==> src/rtl/kbd_ctrl.sv <==
`default_nettype none
// ============================================================================
// Module  : kbd_ctrl
// Brief   : PS/2 keyboard receiver feeding a show-ahead scan-code FIFO.
//           Define KBD_PARITY_CHK_EN to reject frames failing odd parity.
// Revision: 1.0 - initial release
// ============================================================================
module kbd_ctrl #(
    parameter int FIFO_DEPTH = 8,
    parameter int KbWidth    = 8
) (
    input  logic               clk,
    input  logic               rst_n,
    input  logic               ps2_clk,
    input  logic               ps2_data,
    input  logic               sig_rd_kb,
    output logic [KbWidth-1:0] kb_rdata,
    output logic               kb_ready,
    output logic               overflow,
    output logic               frame_err
);
    localparam int         c_AW       = $clog2(FIFO_DEPTH);
    localparam logic [3:0] c_PAR_CNT  = 4'(KbWidth + 1);
    localparam logic [3:0] c_STOP_CNT = 4'(KbWidth + 2);
    localparam logic [c_AW:0] c_PTR_ONE = 1;

    typedef enum logic [0:0] {S_IDLE = 1'b0, S_RECV = 1'b1} state_t;

    logic               r_clk_s1, r_clk_s2, r_clk_prev;
    logic               r_data_s1, r_data_s2;
    logic               r_sync_live, r_clk_seen_hi;
    state_t             r_state;
    logic [3:0]         r_bit_cnt;
    logic [KbWidth-1:0] r_shift;
`ifdef KBD_PARITY_CHK_EN
    logic               r_parity;
`endif
    logic               r_frame_err, r_overflow;
    logic [KbWidth-1:0] r_mem [FIFO_DEPTH];
    logic [c_AW:0]      r_wr_ptr, r_rd_ptr;

    logic w_sample, w_stop, w_par_ok, w_valid, w_push, w_pop, w_empty, w_full, w_wr_en;

    // A falling edge only counts once the real pin has been seen high after
    // reset, so a low level held across reset release is not taken as a sample.
    assign w_sample = ~r_clk_s2 & r_clk_prev & r_clk_seen_hi;
    assign w_stop   = w_sample && (r_state == S_RECV) && (r_bit_cnt == c_STOP_CNT);
`ifdef KBD_PARITY_CHK_EN
    assign w_par_ok = ^{r_shift, r_parity};
`else
    assign w_par_ok = 1'b1;
`endif
    assign w_valid  = r_data_s2 & w_par_ok;
    assign w_push   = w_stop & w_valid;

    assign w_empty  = (r_wr_ptr == r_rd_ptr);
    assign w_full   = (r_wr_ptr[c_AW] != r_rd_ptr[c_AW]) &&
                      (r_wr_ptr[c_AW-1:0] == r_rd_ptr[c_AW-1:0]);
    assign w_pop    = sig_rd_kb & ~w_empty;
    assign w_wr_en  = w_push & (~w_full | w_pop);

    assign kb_ready  = ~w_empty;
    assign kb_rdata  = w_empty ? '0 : r_mem[r_rd_ptr[c_AW-1:0]];
    assign overflow  = r_overflow;
    assign frame_err = r_frame_err;

    always_ff @(posedge clk) begin
        if (!rst_n) begin
            r_clk_s1      <= 1'b1;
            r_clk_s2      <= 1'b1;
            r_clk_prev    <= 1'b1;
            r_data_s1     <= 1'b1;
            r_data_s2     <= 1'b1;
            r_sync_live   <= 1'b0;
            r_clk_seen_hi <= 1'b0;
        end else begin
            r_clk_s1    <= ps2_clk;
            r_clk_s2    <= r_clk_s1;
            r_clk_prev  <= r_clk_s2;
            r_data_s1   <= ps2_data;
            r_data_s2   <= r_data_s1;
            r_sync_live <= 1'b1;
            if (r_sync_live && r_clk_s1) begin
                r_clk_seen_hi <= 1'b1;
            end
        end
    end

    always_ff @(posedge clk) begin
        if (!rst_n) begin
            r_state     <= S_IDLE;
            r_bit_cnt   <= 4'd0;
            r_shift     <= '0;
`ifdef KBD_PARITY_CHK_EN
            r_parity    <= 1'b0;
`endif
            r_frame_err <= 1'b0;
        end else begin
            r_frame_err <= w_stop & ~w_valid;
            if (w_sample) begin
                case (r_state)
                    S_IDLE: begin
                        if (!r_data_s2) begin
                            r_state   <= S_RECV;
                            r_bit_cnt <= 4'd1;
                        end
                    end
                    S_RECV: begin
                        if (r_bit_cnt == c_STOP_CNT) begin
                            r_state   <= S_IDLE;
                            r_bit_cnt <= 4'd0;
                        end else begin
                            r_bit_cnt <= r_bit_cnt + 4'd1;
                            if (r_bit_cnt < c_PAR_CNT) begin
                                r_shift <= {r_data_s2, r_shift[KbWidth-1:1]};
                            end
`ifdef KBD_PARITY_CHK_EN
                            if (r_bit_cnt == c_PAR_CNT) begin
                                r_parity <= r_data_s2;
                            end
`endif
                        end
                    end
                    default: r_state <= S_IDLE;
                endcase
            end
        end
    end

    always_ff @(posedge clk) begin
        if (w_wr_en) begin
            r_mem[r_wr_ptr[c_AW-1:0]] <= r_shift;
        end
    end

    always_ff @(posedge clk) begin
        if (!rst_n) begin
            r_wr_ptr   <= '0;
            r_rd_ptr   <= '0;
            r_overflow <= 1'b0;
        end else begin
            if (w_wr_en) begin
                r_wr_ptr <= r_wr_ptr + c_PTR_ONE;
            end
            if (w_pop) begin
                r_rd_ptr <= r_rd_ptr + c_PTR_ONE;
            end
            if (w_push && w_full && !w_pop) begin
                r_overflow <= 1'b1;
            end
        end
    end
endmodule
`default_nettype wire

==> config.mk <==
export PLATFORM = sky130hd
export DESIGN_NAME = kbd_ctrl
export DESIGN_NICKNAME = d
export VERILOG_FILES = /design/src/rtl/kbd_ctrl.sv
export SDC_FILE = /design/constraint.sdc
export NUM_CORES = 1
export LEC_CHECK = 0
export ABC_CLOCK_PERIOD_IN_PS = 2900
export CAP_MARGIN = 10
export CORE_MARGIN = 2
export CORE_UTILIZATION = 35
export CTS_BUF_LIST = sky130_fd_sc_hd__clkbuf_2 sky130_fd_sc_hd__clkbuf_4 sky130_fd_sc_hd__clkbuf_8
export DETAILED_ROUTE_END_ITERATION = 10
export PLACE_DENSITY = 0.6
export SLEW_MARGIN = 20
export SYNTH_ARGS = -nofsm -noshare
export SYNTH_HDL_FRONTEND = slang
export SYNTH_SLANG_ARGS = --single-unit
==> constraint.sdc <==
create_clock -name clk -period 2.9 [get_ports clk]
set_input_delay 0.725 -clock clk [delete_from_list [all_inputs] [get_ports clk]]
set_output_delay 0.725 -clock clk [all_outputs]
set_load 0.03 [all_outputs]
==> results of run 1 <==
registers in the layout, indices dropped and copies added (netlist names), 4 cells and up, named ones only:
| signal | count |
|---|---|
| r_bit_cnt | 4 |
| r_rd_ptr | 4 |
| r_shift | 8 |
| r_mem | 64 |
| r_wr_ptr | 4 |
logic make-up (layout without fill, tap and decap cells):
family,after synthesis,after routing
flops,97,97
simple gates,83,83
compound gates,31,31
mux,29,29
buf+inv,17,43
xor+xnor,5,5
fa+ha+maj,2,2
final cells by class:
| class | instances | area (µm²) |
|---|---|---|
| fill | 1021 | 6476 |
| sequential | 97 | 2586 |
| multi-input combinational | 150 | 1282 |
| timing repair buffer | 24 | 219.0 |
| tap | 140 | 175.2 |
| clock buffer | 9 | 123.9 |
| clock inverter | 7 | 61.31 |
| inverter | 3 | 11.26 |
repair_timing:
action | 4_1_cts | 5_1_grt
setup buffers | 0 | 0
resized for setup | 12 | 1
endpoints found under the setup margin | 9 | 1
endpoints found under the hold margin | 0 | 0
routing by layer:
metal / global-route usage / vias to the layer above / share of wire
met4: 0.03750 / 0 / 0.0044
met5: 0 / - / 0
li1: - / 1039 / -
met3: 0.03586 / 2 / 0.046
met2: 0.2082 / 47 / 0.50
met1: 0.1708 / 1074 / 0.44
Yosys cell counts (all sizes together):
| cell | n | area, µm² |
|---|---|---|
| o31ai | 1 | 21.27 |
| mux2i | 13 | 130.1 |
| and3 | 4 | 25.02 |
| clkbuf | 3 | 11.26 |
| ha | 2 | 25.02 |
| or2b | 1 | 7.510 |
| nor4 | 3 | 18.77 |
| or3 | 2 | 12.51 |
| nand3 | 11 | 67.57 |
| a31oi | 1 | 6.260 |
| edfxtp | 64 | 1922 |
| inv | 3 | 11.26 |
| o41ai | 1 | 27.53 |
| nor3 | 3 | 20.02 |
| a211oi | 3 | 22.52 |
| nand2b | 9 | 56.30 |
| and4b | 4 | 40.04 |
| a21oi | 17 | 96.35 |
| nand3b | 2 | 15.01 |
| nor4bb | 1 | 10.01 |
| buf | 11 | 70.06 |
| o21ai | 8 | 40.03 |
| nor2b | 2 | 12.51 |
| and4bb | 2 | 28.78 |
| and2b | 1 | 7.510 |
| nor2 | 15 | 56.30 |
| xor2 | 5 | 66.32 |
| or2 | 1 | 6.260 |
| nand4 | 1 | 6.260 |
| and3b | 1 | 8.760 |
| nand2 | 19 | 71.32 |
| dfxtp | 33 | 660.6 |
| and2 | 1 | 6.260 |
| mux4 | 16 | 360.4 |
metrics by stage:
| step | hold WS [ps] | setup slack (ps) | power (W) |
|---|---|---|---|
| 3_5_place_dp | 402.7 | 170.1 | 0.001514 |
| 5_1_grt | 440.3 | 10.10 | 0.002380 |
| 6_report | 423.1 | 112.4 | 0.002294 |
| 3_3_place_gp | 394.5 | 189.8 | 0.001514 |
| 4_1_cts | 426.4 | 65.73 | 0.002329 |
| 2_1_floorplan | 386.3 | 435.9 | 0.001504 |
where the power goes:
part / switching [W] / internal (W) / total (W) / leakage (nW)
clock: 0.000482 / 0.000330 / 0.000812 / 0.0957
sequential: 0.00000352 / 0.00146 / 0.00146 / 0.862
combinational: 0.0000113 / 0.00000985 / 0.0000211 / 0.533
total: 0.000497 / 0.00180 / 0.00229 / 1.49
worst reg2reg max path, cell delays in order (launching register included):
cell,delay [ps]
dfxtp_1,440
and4b_1,210
buf_4,200
nand3_4,110
a21oi_4,260
and4b_1,490
worst max path at each step:
stage,endpoint,cells past startpoint
finish,kb_rdata[1],5
global route,kb_rdata[1],5
CTS,kb_rdata[1],5
detailed placement,r_mem[1][7],4
global placement,r_mem[1][7],4
floorplan,r_mem[4][0],3
==> flow_summary.toml, run 1 <==
[worst_setup_path]
r2r-start = "r_state"
start_kind = "register"
r2r_cells = 5
crit_slowest_cell = "mux4_2"
cp_cell_sequence = "buf_12 > mux4_2 > mux2i_2 > nor2_1 > dlygate4sd2_1"
r2r-end = "r_mem[3][4]"
max_stage_delay_ps = 530
r2r_setup_slack_ps = 840
worstPathMaxFanout = 16
critPathRequiredTime_ps = 2170
crit_path_end_kind = "output pin"
arrival_ps = 2060
critPathTopFamily = "multiplexers"
path_class = "register to output pin"
crit_buf_inv = 2

[synthesis]
synth.avg_cell_area_um2 = 14.95
synth_top_family_by_area = "multiplexers"
syn-num-nets = 271
synthCells = 264
netlist_area_um2 = 3948
synthMuxAreaShare = 0.1242
yosys.area_share.simple = 0.1208
synth-compound-area-share = 0.05420
ys_types = 43
synth-xor-area-share = 0.01680
synthAdderAreaFrac = 0.006339
yosysSeqAreaShare = 0.6542
yosys_warnings = 0
ys_seq_elements = 97

[min_path]
hold_path.class = "register to register"
hold_start = "r_data_s1"
min_to = "r_data_s2"
hold-path-cell-count = 1

[routing]
wirelength_um = 7007
vias_per_cell = 5.028
wl_per_cell_um = 16.30
drc = 0
drt_iter0_drc = 106
first_pass_iters = 4
vias = 2162
ant_nets = 0

[grt]
track_usage = 0.1290
antenna_found_initial = 0
grt_max_degree = 21
first_global_vias = 2155
grt_pass1_wl_um = 11550
overflow = 0

[finish]
postLayoutCellArea_um2 = 4459
final_cells = 430
area_delta_synth_final_pct = 12.96
layout.nets = 292
drive_gt1_frac = 0.1897
layout_commonest_cell = "edfxtp_1"
layout_common_cells = "edfxtp_1, dfxtp_1, nand2_1"
utilization = 0.4078
diodes = 0

[die]
die-area_um2 = 12140
die_width_um = 110.2
core_um2 = 10940
start_util = 0.3610
io_pins = 16
die_h_um = 110.2
rows = 38

[place]
dp_cells = 414
place_area_um2 = 4278
io_buffer_count = 15
gp_congestion = 0.7390
dp_hpwl_um = 4688

[timing]
fin_skew_ps = 11.37
final_hold_viol_count = 0
tns_ps = 0
timing.fmax_mhz = 358.7
slew_violations = 0
period_share = 0.9612
period_needed_ps = 2788
worst_pin_slew_ps = 642.4
slew_headroom = 0.5713
rsz0062_at_grt = "no"
finalSetupViolCount = 0

[clocking]
cts_root_buf = "clkbuf_8"
clk_latency_ps = 360
clk_path_buf_depth = 2
clk_pin_slew_ps = 90
numCtsBuffers = 9
tritoncts = "yes"
clock_sinks = 97
postCtsHoldBufs = 0
htree_levels = 3

[power_and_ir_drop]
peakVddDrop_v = 0.0003847
leakage_nw = 1.491
p_per_area_nw_per_um2 = 514.5

[run_status]
status = "finished, final reports clean"

[flow_run]
maxCapViolCount = 0
(Power assumes the default switching activity.)
==> inputs of run 2 (changes only) <==
- ABC_AREA: not set -> 1
==> flow_summary.toml, run 2 <==
[run_status]
status = "finished, final reports clean"

[worst_setup_path]
r2r_setup_slack_ps = 1090
max_stage_delay_ps = 460
cp_cell_sequence = "inv_2 > nand2_1 > nand2_1 > nor2_4 > nand3b_4 > o21ai_1 > nor2_1 > dlygate4sd2_1"
cp.depth = 8
r2r-end = "r_mem[6][1]"
arrival_ps = 1970
crit_path_end_kind = "output pin"
critPathMostFrequentCell = "nand2_1"
crit_buf_inv = 2
critPathCapture = "kb_rdata[7]"
worstPathMaxFanout = 14
start_kind = "register"
r2r_cells = 8
critPathRequiredTime_ps = 2170
r2r-start = "r_bit_cnt[2]"
critPathTopFamily = "simple AND/OR/NAND/NOR gates"
critPathLaunch = "r_wr_ptr[1]"
crit_slowest_cell = "dfxtp_1"
path_class = "register to output pin"

[place]
dp_hpwl_um = 4822
dp_cells = 517
io_buffer_count = 15
place_area_um2 = 4292
gp_congestion = 0.7435

[power_and_ir_drop]
pwr-share-clk = 0.394
peakVddDrop_v = 0.0002970
combPwrFrac = 0.010
swShare = 0.1988
power_switching_w = 0.0004872
leakage_nw = 1.763
total_power_w = 0.002450
pwr-share-seq = 0.596
p_int_w = 0.001963
p_per_area_nw_per_um2 = 543.4

[clocking]
numCtsBuffers = 9
clk_path_buf_depth = 2
htree_levels = 3
cts_root_buf = "clkbuf_8"
clock_sinks = 97
clk_pin_slew_ps = 90
cts_setup_buffers = 0
tritoncts = "yes"
clk_latency_ps = 350

[grt]
first_global_vias = 2321
overflow = 0
grt_pass1_wl_um = 11760
antenna_found_initial = 0
track_usage = 0.1310
grt_max_degree = 21

[finish]
layout_common_cells = "nor2_1, edfxtp_1, o21ai_0"
n_fill_cell = 1032
layout.nets = 395
diodes = 0
drive_gt1_frac = 0.1374
layout_commonest_cell = "nor2_1"
final_cells = 533
area_delta_synth_final_pct = 15.14
largest_reg_flops = 64
postLayoutCellArea_um2 = 4509

[timing]
worst_pin_slew_ps = 468.1
slew_violations = 0
tns_ps = 0
period_needed_ps = 2695
fin_skew_ps = 9.569
timing.fmax_mhz = 371.1
final_hold_viol_count = 0
rsz0062_at_grt = "no"
slew_headroom = 0.6876
period_share = 0.9293
whs_ps = 423.6
finalSetupViolCount = 0

[min_path]
hold_path.class = "register to register"

[die]
io_pins = 16
rows = 38
die_h_um = 109.8
die-area_um2 = 12050
start_util = 0.3597
core_um2 = 10890
die_width_um = 109.8

[synthesis]
yosys_warnings = 0
synth_most_common_cell = "nor2_1"
synth_common_cells = "nor2_1, edfxtp_1, o21ai_0"
synth_edf_count = 64
ys_types = 34
ys_async_sr_fraction = 0
synth_ff_type = "edfxtp_1"
yosysTopAreaCell = "edfxtp_1"
synth.top_cell.area_share = 0.4907
ys_seq_elements = 97
syn-num-nets = 367
yosysSeqAreaShare = 0.6594
synth.avg_cell_area_um2 = 10.88
netlist_area_um2 = 3916
yosys-top-cells-area = "edfxtp_1, dfxtp_1, nor2_1"
synthCells = 360

[flow_run]
maxCapViolCount = 0

[routing]
wirelength_um = 7249
first_pass_iters = 4
drc = 0
ant_nets = 0
vias_per_cell = 4.674
vias = 2491
drt_iter0_drc = 93
wl_per_cell_um = 13.60
[run 2: area by class of cell]
cell class | instances | area [µm²] | share of cell area
Sequential cell | 97 | 2582 | 0.5727
Inverter | 20 | 75.07 | 0.01665
Multi-Input combinational cell | 230 | 1196 | 0.2653
Clock buffer | 9 | 123.9 | 0.02747
Clock inverter | 7 | 101.3 | 0.02248
Timing Repair Buffer | 30 | 255.2 | 0.05660
Tap cell | 140 | 175.2 | 0.03885
[run 2: cells by family after synthesis]
group	after synthesis	share of synthesized area
AO/OA/AOI/OAI	75	0.1010
adder cells (fa/ha/maj)	2	0.006389
XOR/XNOR	4	0.01278
AND/OR/NAND/NOR	141	0.1649
buffers and inverters	33	0.03514
multiplexers	8	0.02045
flip-flops	97	0.6594
[run 2: per-layer routing]
| layer | global-route usage | share of wire | vias up |
|---|---|---|---|
| li1 | - | - | 1299 |
| met1 | 0.1748 | 0.47 | 1149 |
| met2 | 0.2130 | 0.48 | 33 |
| met3 | 0.02490 | 0.041 | 10 |
| met4 | 0.04611 | 0.014 | 0 |
| met5 | 0 | 0 | - |
[run 2: worst register-to-register path: cells and delay by family, from the launching register on]
kind,cells,cell delay [ps]
DFF,1,340
and+or+nand+nor,5,750
buffers and inverters,3,430
[run 2: worst min-delay path by stage]
| stage | slack [ps] | from | cells past startpoint | end |
|---|---|---|---|---|
| final | 420 | r_data_s1 | 1 | r_data_s2 |
| after global routing | 450 | r_data_s1 | 1 | r_data_s2 |
| after floorplan | 390 | r_data_s1 | 1 | r_data_s2 |
| after CTS | 430 | r_data_s1 | 1 | r_data_s2 |
| after global placement | 390 | r_data_s1 | 1 | r_data_s2 |
| after detailed placement | 400 | r_data_s1 | 1 | r_data_s2 |
[run 2: timing repair]
item                                    CTS  global route
hold buffers                              0             0
gates resized for setup                   8             1
endpoints found under the setup margin    8             1
[run 2: power by group through the flow]
stage	Combinational (W)	Sequential, W	Clock (W)
after CTS	0.0000249	0.00146	0.000994
final	0.0000244	0.00146	0.000965
after global routing	0.0000275	0.00146	0.00106
after detailed placement	0.0000248	0.00149	0
after global placement	0.0000248	0.00149	0
after floorplan	0.0000137	0.00149	0
[run 2: per-stage QoR]
stage / util / worst slack (ps)
final: 0.4142 / 205.1
after CTS: 0.4139 / 86.82
after detailed placement: 0.3942 / 311.2
after floorplan: - / 741.2
after global routing: 0.4142 / 48.11
after global placement: 0.3942 / 351.7
